$ cat src/rtl/imem_loader.sv
// Byte-stream program loader: header byte N, then N big-endian words written to
// instruction memory at byte addresses 0,4,8,... while the CPU is held.
module imem_loader #(
    parameter int ADDR_W    = 9,
    parameter int MEM_WORDS = 128
) (
    input  logic              clk,
    input  logic              reset,
    input  logic              start,
    input  logic              rx_valid,
    input  logic [7:0]        rx_data,
    output logic              rx_ready,
    output logic              imem_we,
    output logic [ADDR_W-1:0] imem_addr,
    output logic [31:0]       imem_wdata,
    output logic              cpu_hold,
    output logic              done,
    output logic              err
);

    typedef enum logic [2:0] {
        IDLE,
        HDR,
        BYTE,
        WRITE,
        DONE
    } state_t;

    localparam logic [8:0] MaxWords = 9'(MEM_WORDS);

    state_t            state_q;
    logic [ADDR_W-1:0] addr_q;
    logic [31:0]       wdata_q;
    logic [23:0]       shift_q;
    logic [1:0]        byteCnt_q;
    logic [7:0]        remaining_q;
    logic [7:0]        wordIdx_q;
    logic              we_q;
    logic              hold_q;
    logic              done_q;
    logic              err_q;

    logic        accept;
    logic        inRange;
    logic        lastSlot;
    logic [31:0] word_d;

    assign rx_ready = (state_q == HDR) || (state_q == BYTE);
    assign accept   = rx_valid && rx_ready;
    assign word_d   = {shift_q, rx_data};
    assign inRange  = {1'b0, wordIdx_q} < MaxWords;
    assign lastSlot = {1'b0, wordIdx_q} == (MaxWords - 9'd1);

    // The address stops at the last writable word instead of stepping past the
    // top of memory, so it can never wrap back onto word 0.
    always_ff @(posedge clk) begin
        if (reset) begin
            state_q     <= IDLE;
            addr_q      <= '0;
            wdata_q     <= '0;
            shift_q     <= '0;
            byteCnt_q   <= '0;
            remaining_q <= '0;
            wordIdx_q   <= '0;
            we_q        <= 1'b0;
            hold_q      <= 1'b0;
            done_q      <= 1'b0;
            err_q       <= 1'b0;
        end else begin
            we_q   <= 1'b0;
            done_q <= 1'b0;
            case (state_q)
                IDLE: begin
                    if (start) begin
                        state_q     <= HDR;
                        hold_q      <= 1'b1;
                        err_q       <= 1'b0;
                        addr_q      <= '0;
                        byteCnt_q   <= '0;
                        wordIdx_q   <= '0;
                        remaining_q <= '0;
                    end
                end
                HDR: begin
                    if (accept) begin
                        remaining_q <= rx_data;
                        if (rx_data == 8'd0) begin
                            state_q <= DONE;
                            done_q  <= 1'b1;
                            hold_q  <= 1'b0;
                        end else begin
                            if ({1'b0, rx_data} > MaxWords) begin
                                err_q <= 1'b1;
                            end
                            state_q <= BYTE;
                        end
                    end
                end
                BYTE: begin
                    if (accept) begin
                        shift_q   <= word_d[23:0];
                        byteCnt_q <= byteCnt_q + 2'd1;
                        if (byteCnt_q == 2'd3) begin
                            state_q <= WRITE;
                            if (inRange) begin
                                we_q    <= 1'b1;
                                wdata_q <= word_d;
                            end
                        end
                    end
                end
                WRITE: begin
                    wordIdx_q   <= wordIdx_q + 8'd1;
                    remaining_q <= remaining_q - 8'd1;
                    if (inRange && !lastSlot) begin
                        addr_q <= addr_q + ADDR_W'(4);
                    end
                    if (remaining_q == 8'd1) begin
                        state_q <= DONE;
                        done_q  <= 1'b1;
                        hold_q  <= 1'b0;
                    end else begin
                        state_q <= BYTE;
                    end
                end
                DONE: begin
                    state_q <= IDLE;
                end
                default: begin
                    state_q <= IDLE;
                end
            endcase
        end
    end

    assign imem_we    = we_q;
    assign imem_addr  = addr_q;
    assign imem_wdata = wdata_q;
    assign cpu_hold   = hold_q;
    assign done       = done_q;
    assign err        = err_q;

endmodule
$ cat config.mk
export PLATFORM = sky130hd
export DESIGN_NAME = imem_loader
export DESIGN_NICKNAME = d
export VERILOG_FILES = /design/src/rtl/imem_loader.sv
export SDC_FILE = /design/constraint.sdc
export NUM_CORES = 1
export LEC_CHECK = 0
export ABC_AREA = 0
export CAP_MARGIN = 25
export CORE_MARGIN = 1.5
export CORE_UTILIZATION = 30
export CTS_CLUSTER_SIZE = 28
export DETAILED_ROUTE_END_ITERATION = 10
export DONT_BUFFER_PORTS = 1
export GPL_ROUTABILITY_DRIVEN = 0
export GPL_TIMING_DRIVEN = 0
export PLACE_DENSITY = 0.49
export SETUP_SLACK_MARGIN = 0.5
export SLEW_MARGIN = 20
export SYNTH_ARGS = -nofsm -noshare
export SYNTH_HDL_FRONTEND = slang
export SYNTH_SLANG_ARGS = --single-unit
export TNS_END_PERCENT = 100
$ cat constraint.sdc
create_clock -name clk -period 1.55 [get_ports clk]
set_input_delay 0.31 -clock clk [delete_from_list [all_inputs] [get_ports clk]]
set_output_delay 0.31 -clock clk [all_outputs]
set_load 0.05 [all_outputs]
==> impl_metrics.py, run 1 <==
metrics = {
    "setup_path": {
        "slowest_stage": "dfxtp_4",
        "slowest_delay_ns": 0.39,
        "critPathBufInv": 4,
        "critPathLaunchType": "flop",
        "worstPathCellList": "buf_8 > buf_6 > buf_6 > nand3b_1 > buf_6 > a21oi_2 > nor2_1 > a211oi_1",
        "reg2reg_depth": 8,
        "endpoint_kind": "flop",
        "cp_num_cells": 8,
        "cp.arrival_ns": 1.86,
        "cp.required_ns": 1.81,
        "crit_type": "flop to flop",
        "critPathMostFrequentCell": "buf_6",
        "path_delay_family": "buffers and inverters",
        "path_max_fanout": 5,
    },
    "cells_and_area": {
        "area_growth_pct": 71.6,
        "fin_cells": 676,
        "mostFrequentLayoutCells": "70 x a21oi_2, 51 x nand2_4, 46 x dfxtp_4, 41 x nand2_1, 34 x dfxtp_1",
        "antennaDiodeCount": 0,
        "fin_nets": 541,
        "drive_above_1_share": 0.681,
        "fillers": 1050,
        "mostFrequentLayoutCell": "a21oi_2",
    },
    "timing": {
        "setup_violations": 26,
        "grt_setup_unrepaired": "yes",
        "maxSlewHeadroom": 0.474,
        "hold_viol_final": 0,
        "fmax_mhz": 627,
        "period_share": 1.03,
        "skew_ns": 0.00461,
        "slew_viol_final": 0,
        "max_slew.worst_pin.slew_ns": 0.789,
        "fin_ws_ns": -0.0459,
        "min_period_ns": 1.60,
    },
    "cts": {
        "cts_max_level": 3,
        "cts.sinks": 88,
        "insertion_delay_ns": 0.35,
        "clkTransAtPathRegs_ns": 0.07,
        "cts_tree": "yes",
        "clockRootBuffer": "clkbuf_16",
        "clockBufferDepth": 2,
        "cts_hold_buf": 0,
        "cts_buffers": 9,
    },
    "pwr": {
        "vdd_drop_max_mv": 0.386,
        "leakage_nw": 2.48,
        "p_per_area_nw_per_um2": 779,
    },
    "yosys": {
        "synth_edf_count": 0,
        "synth_cell_types": 52,
        "synth_top_area_share": 0.475,
        "avgSynthCellArea_sq_um": 8.13,
        "synthTopCellsByArea": "dfxtp_1 48%, nand2_1 13%, a21oi_1 9.7%",
        "synthArstFlopShare": 0,
        "syn_area_sq_um": 3710,
        "yosysWarningCount": 0,
        "synth-seq-cells": 88,
        "synth_top_area_cell": "dfxtp_1",
        "synth_cells": 456,
        "yosys_most_used_dff": "dfxtp_1",
        "yosysSeqAreaShare": 0.475,
    },
    "detailed_routing": {
        "drt_iter0_markers": 121,
        "routed_wl_mm": 12.2,
        "via_count": 3560,
        "drt_first_pass_iters": 4,
        "wire_per_inst_um": 18.1,
        "drc": 0,
        "viasPerCell": 5.27,
        "antenna_left": 0,
    },
    "worst_hold_path": {
        "hp-class": "input port to flop",
        "hold-path-cell-count": 2,
    },
    "floorplanning": {
        "fp.coreArea_sq_um": 12000,
        "die_h_um": 114,
        "boundaryPins": 58,
        "initial_core_util": 0.309,
        "dieArea_sq_um": 13000,
        "die_width_um": 114,
        "num_rows": 40,
    },
    "global_route": {
        "met2_usage": 0.303,
        "antenna_found_initial": 0,
        "grt_use_met1": 0.246,
        "grt_use_met3": 0.0513,
        "groute.usage.overall": 0.189,
        "busiest_layer": "met2",
        "grt_max_degree": 15,
        "grt_pass1_vias": 3425,
        "grt_overflow": 0,
        "grt_first_pass_wirelength_mm": 18.9,
    },
    "placement": {
        "io_buffers": 0,
        "dp.cells": 604,
        "place_worst_setup_slack_ns": -0.222,
        "place_hpwl_mm": 7.29,
    },
    "outcome": {
        "status": "complete, but fails checks",
        "violations": "negative setup slack",
    },
    "job": {
        "drv_cap": 0,
    },
}
-- synthesized netlist by cell type (all sizes together) (2+ instances only) --
library cell    n
nor3b           3
and3            4
buf            19
and4bb          2
nor3            4
nand2         124
nand3b          3
a32o            3
and3b           2
o2bb2ai         2
xor2            4
or3             2
a31oi           2
dfxtp          88
inv             6
nor4            2
o211ai          3
mux2            2
nand4b          2
a211oi          5
nand3          10
nand4           4
o21ai          14
a22oi           4
xnor2           2
nor2           28
clkbuf         11
ha              5
a21oi          79
and2            2
-- path summary, 6_finish.rpt --
path                                  to                     start  slack [ns]
max            wordIdx_q[6]$_SDFFE_PP0P_   state_q[1]$_SDFFE_PP0P_       -0.05
min           imem_wdata[6]$_SDFFE_PP0P_                rx_data[6]        0.07
max reg2reg    wordIdx_q[6]$_SDFFE_PP0P_   state_q[1]$_SDFFE_PP0P_       -0.05
min reg2reg  imem_wdata[28]$_SDFFE_PP0P_  shift_q[20]$_SDFFE_PP0P_        0.45
-- worst register-to-register path, stage by stage (launching register included) --
cell	delay (ns)
dfxtp_4	0.39
buf_8	0.12
buf_6	0.10
buf_6	0.11
nand3b_1	0.22
buf_6	0.23
a21oi_2	0.11
nor2_1	0.06
a211oi_1	0.18
-- cell type report --
cell class | count | area [sq um] | share of cell area
clock buffers | 12 | 246 | 0.0387
inverters | 6 | 27.5 | 0.00433
clock inverters | 4 | 26.3 | 0.00413
plain buffers | 30 | 337 | 0.0529
well taps | 147 | 184 | 0.0289
multi-input cells | 333 | 2860 | 0.450
repair buffers | 56 | 734 | 0.115
flip-flops and latches | 88 | 1940 | 0.306
-- stage by stage --
step	TNS [ns]	hold slack [ns]	util	instance area [sq um]	total power, mW
floorplan	0	0.432	-	3920	2.65
global placement	-1.63	0.445	0.341	4100	2.73
detailed placement	-2.89	0.447	0.341	4100	2.73
CTS	-0.0875	0.0555	0.471	5660	4.90
global route	-2.77	0.0672	0.530	6360	5.14
finish	-0.375	0.0703	0.530	6360	4.96
-- power breakdown --
part / total [mW] / internal (mW) / switching (mW)
logic: 0.616 / 0.267 / 0.349
registers: 2.27 / 2.21 / 0.0523
clock network: 2.07 / 1.14 / 0.936
total: 4.96 / 3.62 / 1.34
-- flip-flops by register name (all words and copies together) (netlist names) --
signal / cells
byteCnt_q: 2
imem_addr: 7
shift_q: 24
remaining_q: 8
cpu_hold: 1
imem_wdata: 32
imem_we: 1
err: 1
done: 1
state_q: 3
wordIdx_q: 8
-- repair_timing --
| action | 4_1_cts | 5_1_grt |
|---|---|---|
| pin swaps | 57 | 69 |
| endpoints found under the setup margin | 132 | 132 |
| gates cloned | 9 | 1 |
| setup buffers | 30 | 16 |
| resized for setup | 275 | 137 |
| hold endpoints to repair | 0 | 0 |
-- layer usage --
layer  wire length, um  share of wire  up-vias
met5                 0              0        -
met4               212          0.017        0
met3               681          0.056       16
met2              5890           0.48       68
met1              5430           0.44     1767
li1                  -              -     1709
-- kinds of logic after synthesis --
logic type               count (synthesis)  synth area share
multiplexers                             3           0.00878
XOR/XNOR                                 6            0.0142
adder cells (fa/ha/maj)                  5            0.0169
AO/OA/AOI/OAI                          118             0.188
other                                    1           0.00101
AND/OR/NAND/NOR                        199             0.245
buffers and inverters                   36            0.0503
flip-flops                              88             0.475
No activity file was read; power rests on OpenSTA's default activity.
==> inputs of run 2 (changes only) <==
--- a/config.mk
+++ b/config.mk
@@ -15,7 +15,6 @@
 export GPL_ROUTABILITY_DRIVEN = 0
 export GPL_TIMING_DRIVEN = 0
-export PLACE_DENSITY = 0.49
+export PLACE_DENSITY = 0.48
 export SETUP_SLACK_MARGIN = 0.5
-export SLEW_MARGIN = 20
 export SYNTH_ARGS = -nofsm -noshare
 export SYNTH_HDL_FRONTEND = slang
==> constraint.sdc (replaced) <==
create_clock -name clk -period 1.75 [get_ports clk]
set_input_delay 0.35 -clock clk [delete_from_list [all_inputs] [get_ports clk]]
set_output_delay 0.35 -clock clk [all_outputs]
set_load 0.01 [all_outputs]
==> impl_metrics.py, run 2 (synthesis gave the netlist of run 1 again) <==
metrics = {
    "job": {
        "drv_cap": 0,
    },
    "cts": {
        "insertion_delay_ns": 0.34,
        "clkTransAtPathRegs_ns": 0.06,
        "cts_hold_buf": 0,
        "clockRootBuffer": "clkbuf_16",
        "cts_max_level": 3,
        "clockBufferDepth": 2,
        "cts.sinks": 88,
        "cts_buffers": 9,
        "cts_tree": "yes",
    },
    "cells_and_area": {
        "largest_register_ff_count": 32,
        "fin_nets": 528,
        "drive_above_1_share": 0.464,
        "antennaDiodeCount": 0,
        "area_growth_pct": 47.7,
        "mostFrequentLayoutCell": "dfxtp_1",
        "mostFrequentLayoutCells": "77 x dfxtp_1, 71 x nand2_1, 49 x a21oi_2, 34 x nand2_2, 29 x a21oi_1",
    },
    "timing": {
        "hold_ws_ns": 0.128,
        "grt_setup_unrepaired": "yes",
        "min_period_ns": 1.48,
        "skew_ns": 0.00740,
        "fmax_mhz": 674,
        "maxSlewHeadroom": 0.560,
        "max_slew.worst_pin.slew_ns": 0.660,
        "slew_viol_final": 0,
        "setup_violations": 0,
        "tns_ns": 0,
        "hold_viol_final": 0,
        "period_share": 0.847,
    },
    "detailed_routing": {
        "drc": 0,
        "wire_per_inst_um": 16.8,
        "via_count": 3418,
        "antenna_left": 0,
        "routed_wl_mm": 11.1,
        "drt_first_pass_iters": 4,
        "drt_iter0_markers": 146,
        "viasPerCell": 5.16,
    },
    "pwr": {
        "p_switching_mw": 1.06,
        "p_comb_frac": 0.107,
        "switching_share": 0.233,
        "leakage_nw": 2.00,
        "p_per_area_nw_per_um2": 826,
        "clkPwrFrac": 0.438,
        "p_int_mw": 3.47,
        "pwr-share-seq": 0.455,
        "vdd_drop_max_mv": 0.405,
    },
    "setup_path": {
        "cp.required_ns": 1.97,
        "reg2reg_from": "state_q[1]$_SDFFE_PP0P_",
        "crit_type": "flop to flop",
        "critPathLaunchType": "flop",
        "cp.arrival_ns": 1.71,
        "path_max_fanout": 8,
        "setup.worst_path.start": "state_q[1]$_SDFFE_PP0P_",
        "endpoint_kind": "flop",
    },
    "floorplanning": {
        "dieArea_sq_um": 13000,
        "initial_core_util": 0.309,
        "num_rows": 40,
        "fp.coreArea_sq_um": 12000,
        "boundaryPins": 58,
        "die_h_um": 114,
        "die_width_um": 114,
    },
    "worst_hold_path": {
        "hp-class": "input port to flop",
        "hp-start": "rx_data[6]",
    },
    "global_route": {
        "grt_overflow": 0,
        "grt_max_degree": 14,
        "grt_pass1_vias": 3233,
        "grt_first_pass_wirelength_mm": 16.5,
        "groute.usage.overall": 0.167,
        "antenna_found_initial": 0,
    },
    "outcome": {
        "status": "completed",
    },
    "placement": {
        "place_hpwl_mm": 7.18,
        "io_buffers": 0,
    },
}
==> run 2: final cells by class <==
| cell class | count | area, sq um |
|---|---|---|
| fill | 1176 | 6540 |
| multi-input combinational | 333 | 2410 |
| sequential | 88 | 1780 |
| timing repair buffer | 43 | 459 |
| buffer | 30 | 303 |
| clock buffer | 13 | 270 |
| tap | 147 | 184 |
| clock inverter | 2 | 37.5 |
| inverter | 6 | 22.5 |
==> run 2: repair_timing <==
action,4_1_cts,5_1_grt
endpoints found under the setup margin,84,89
pin swaps,30,38
gates resized for setup,85,157
endpoints found under the hold margin,0,0
cloned,4,4
buffers inserted,21,14
==> run 2: through the flow <==
step           power, mW  worst slack [ns]  cells  area (sq um)  utilization
2_1_floorplan       2.30             0.407    457          3770            -
4_1_cts             4.45             0.227    644          4740        0.394
6_report            4.52             0.267    662          5470        0.456
3_3_place_gp        2.37            0.0985    604          3960        0.330
5_1_grt             4.71             0.208    662          5470        0.456
3_5_place_dp        2.38            0.0612    604          3960        0.330
==> run 2: power groups by stage <==
| stage | sequential (mW) | combinational [mW] | clock (mW) |
|---|---|---|---|
| 6_report | 2.06 | 0.483 | 1.98 |
| 5_1_grt | 2.06 | 0.522 | 2.12 |
| 4_1_cts | 2.05 | 0.365 | 2.03 |
| 3_5_place_dp | 2.10 | 0.278 | 0 |
| 3_3_place_gp | 2.10 | 0.276 | 0 |
| 2_1_floorplan | 2.09 | 0.215 | 0 |
==> run 2: worst max-delay path, cell delays in order (launching register included) <==
cell and delay, ns:
dfxtp_4 0.37, or3b_4 0.44, a21o_4 0.28, a211oi_2 0.23, a211oi_2 0.05
==> run 2: path summary, 6_finish.rpt <==
kind / endpoint / slack [ns] / depth (start not counted)
hold reg to reg: shift_q[21]$_SDFFE_PP0P_ / 0.46 / 2
hold / removal: imem_wdata[6]$_SDFFE_PP0P_ / 0.13 / 2
setup / recovery: remaining_q[1]$_SDFFE_PP0P_ / 0.27 / 4
setup reg to reg: remaining_q[1]$_SDFFE_PP0P_ / 0.27 / 4
==> run 2: per-layer routing <==
| metal | GRT usage | up-vias | wire, um |
|---|---|---|---|
| met3 | 0.0519 | 15 | 814 |
| met2 | 0.261 | 92 | 5260 |
| met5 | 0 | - | 0 |
| met4 | 0.0742 | 0 | 237 |
| met1 | 0.211 | 1637 | 4840 |
| li1 | - | 1674 | - |
==> inputs of run 3 (changes only) <==
ABC_AREA = 1   (was 0)
clock period = 1.5 ns   (was 1.75 ns; I/O delays follow)
==> impl_metrics.py, run 3 <==
metrics = {
    "timing": {
        "max_slew.worst_pin.slew_ns": 0.829,
        "period_share": 0.968,
        "skew_ns": 0.00673,
        "setup_violations": 0,
        "maxSlewHeadroom": 0.448,
        "slew_viol_final": 0,
        "fin_ws_ns": 0.0485,
        "hold_viol_final": 0,
        "fmax_mhz": 689,
        "min_period_ns": 1.45,
        "grt_setup_unrepaired": "yes",
    },
    "global_route": {
        "grt_pass1_vias": 3679,
        "groute.usage.overall": 0.188,
        "grt_overflow": 0,
        "antenna_found_initial": 0,
        "grt_first_pass_wirelength_mm": 18.8,
        "grt_max_degree": 16,
    },
    "yosys": {
        "synthTopCellsByArea": "dfxtp_1 48%, a21oi_1 10%, nand2_1 8.7%",
        "synth.most_common_cell": "dfxtp_1",
        "synth-seq-cells": 88,
        "synth_edf_count": 0,
        "yosysSeqAreaShare": 0.484,
        "avgSynthCellArea_sq_um": 7.32,
        "synth_cell_types": 26,
        "yosys_most_used_dff": "dfxtp_1",
        "synth_cells": 498,
        "netlist_top_cells_count": "88 x dfxtp_1, 84 x nand2_1, 74 x a21oi_1",
        "synthArstFlopShare": 0,
        "syn_area_sq_um": 3640,
        "synth_top_area_cell": "dfxtp_1",
        "yosysWarningCount": 0,
        "synth_top_area_share": 0.484,
    },
    "cells_and_area": {
        "fin_util": 0.495,
        "largest_register_ff_count": 32,
        "area_growth_pct": 61.9,
        "fin_nets": 587,
        "mostFrequentLayoutCells": "46 x nand2_1, 45 x inv_1, 38 x a21oi_1, 36 x a21oi_2, 34 x dfxtp_1",
        "drive_above_1_share": 0.546,
        "fillers": 1097,
        "antennaDiodeCount": 0,
        "mostFrequentLayoutCell": "nand2_1",
        "fin_cells": 722,
    },
    "detailed_routing": {
        "wire_per_inst_um": 16.5,
        "drt_first_pass_iters": 4,
        "routed_wl_mm": 11.9,
        "drc": 0,
        "drt_iter0_markers": 137,
        "antenna_left": 0,
        "viasPerCell": 5.05,
        "via_count": 3643,
    },
    "setup_path": {
        "reg2reg_depth": 8,
        "cp.required_ns": 1.74,
        "cp.arrival_ns": 1.69,
        "r2r_slack_ns": 0.05,
        "r2r_end": "imem_wdata[0]$_SDFFE_PP0P_",
        "critPathLaunchType": "flop",
        "path_max_fanout": 7,
        "reg2reg_from": "byteCnt_q[1]$_SDFFE_PP0P_",
        "crit_type": "flop to flop",
        "endpoint_kind": "flop",
    },
    "floorplanning": {
        "initial_core_util": 0.306,
        "boundaryPins": 58,
        "dieArea_sq_um": 12800,
        "fp.coreArea_sq_um": 11900,
        "die_width_um": 113,
        "num_rows": 40,
        "die_h_um": 113,
    },
    "pwr": {
        "p_per_area_nw_per_um2": 1260,
        "vdd_drop_max_mv": 0.577,
        "power_mw": 7.43,
        "leakage_nw": 2.23,
    },
    "cts": {
        "cts.sinks": 88,
        "insertion_delay_ns": 0.35,
        "clockBufferDepth": 2,
        "clockRootBuffer": "clkbuf_16",
        "cts_buffers": 9,
        "clkTransAtPathRegs_ns": 0.07,
        "cts_max_level": 3,
        "cts_tree": "yes",
    },
    "placement": {
        "io_buffers": 0,
        "place_worst_setup_slack_ns": -0.364,
        "place_hpwl_mm": 7.24,
        "dp.cells": 646,
    },
    "outcome": {
        "status": "completed",
    },
    "job": {
        "drv_cap": 0,
    },
    "worst_hold_path": {
        "hp-class": "input port to flop",
        "hold-path-cell-count": 2,
        "hold_end": "imem_wdata[0]$_SDFFE_PP0P_",
        "hp-start": "rx_data[0]",
    },
}
## run 3: cell types whose count changed after synthesis, moves of 4 or more
cell / change
nor3_1: -4
nor2_1: +25
nand3_1: +11
and3_1: -4
inv_1: +51
o21ai_0: +39
a21oi_2: -7
o21ai_1: +20
nand2_1: -40
## run 3: cell families (layout without fill, tap and decap cells)
kind of cell             after synthesis  after routing  synth area share
adder cells (fa/ha/maj)                5              5            0.0172
AND/OR/NAND/NOR                      166            167             0.188
XOR/XNOR                               2              2           0.00481
buffers and inverters                 82            157            0.0893
AO/OA/AOI/OAI                        154            154             0.216
other                                  1              2           0.00103
flip-flops                            88             88             0.484
## run 3: routing by layer
layer	vias to the layer above	global-route usage	wire length, um
met2	80	0.317	5990
li1	1784	-	-
met5	-	0	0
met3	19	0.0503	610
met1	1760	0.234	5150
met4	0	0.0600	193
## run 3: area by class of cell
type	instances	area, sq um	share of cell area
repair buffers	59	634	0.108
clock buffers	11	253	0.0428
well taps	147	184	0.0312
clock inverters	5	62.6	0.0106
inverters	58	260	0.0441
flip-flops and latches	88	1880	0.319
plain buffers	24	258	0.0437
multi-input cells	330	2370	0.401
## run 3: power breakdown
part / leakage, nW / total [mW] / switching [mW] / internal, mW
registers: 0.745 / 2.70 / 0.207 / 2.49
clock network: 0.149 / 2.42 / 1.02 / 1.40
logic: 1.34 / 2.31 / 1.27 / 1.04
total: 2.23 / 7.43 / 2.50 / 4.93
## run 3: worst max-delay path: stages, from the launching register on
cell,delay (ns)
dfxtp_2,0.36
ha_4,0.14
inv_2,0.04
nor4_4,0.23
buf_6,0.21
inv_6,0.05
clkbuf_16,0.16
nor2_4,0.08
nor2_1,0.05
## run 3: what timing repair did
action	in CTS	in global routing
resized for setup	247	126
cloned	9	0
setup buffers	40	10
hold buffers	0	1
pin swaps	36	41
hold endpoints to repair	0	1
setup endpoints to repair	132	132
## run 3: worst max path at each step
stage	slack, ns	endpoint	depth (start not counted)	startpoint
global route	-0.05	imem_wdata[6]$_SDFFE_PP0P_	7	byteCnt_q[1]$_SDFFE_PP0P_
detailed placement	-0.36	imem_wdata[26]$_SDFFE_PP0P_	6	state_q[2]$_SDFFE_PP0P_
floorplan	0.14	imem_wdata[24]$_SDFFE_PP0P_	7	state_q[2]$_SDFFE_PP0P_
CTS	0.11	imem_wdata[0]$_SDFFE_PP0P_	8	byteCnt_q[0]$_SDFFE_PP0P_
global placement	-0.33	imem_wdata[24]$_SDFFE_PP0P_	6	state_q[2]$_SDFFE_PP0P_
finish	0.05	imem_wdata[0]$_SDFFE_PP0P_	8	byteCnt_q[1]$_SDFFE_PP0P_
## run 3: stage by stage
| stage | hold slack, ns | cell area, sq um | setup TNS (ns) |
|---|---|---|---|
| after floorplan | 0.378 | 3770 | 0 |
| after global placement | 0.380 | 3960 | -9.29 |
| after detailed placement | 0.387 | 3960 | -9.80 |
| after CTS | 0.0114 | 5390 | 0 |
| after global routing | 0.0751 | 5900 | -0.697 |
| final | 0.0903 | 5900 | 0 |
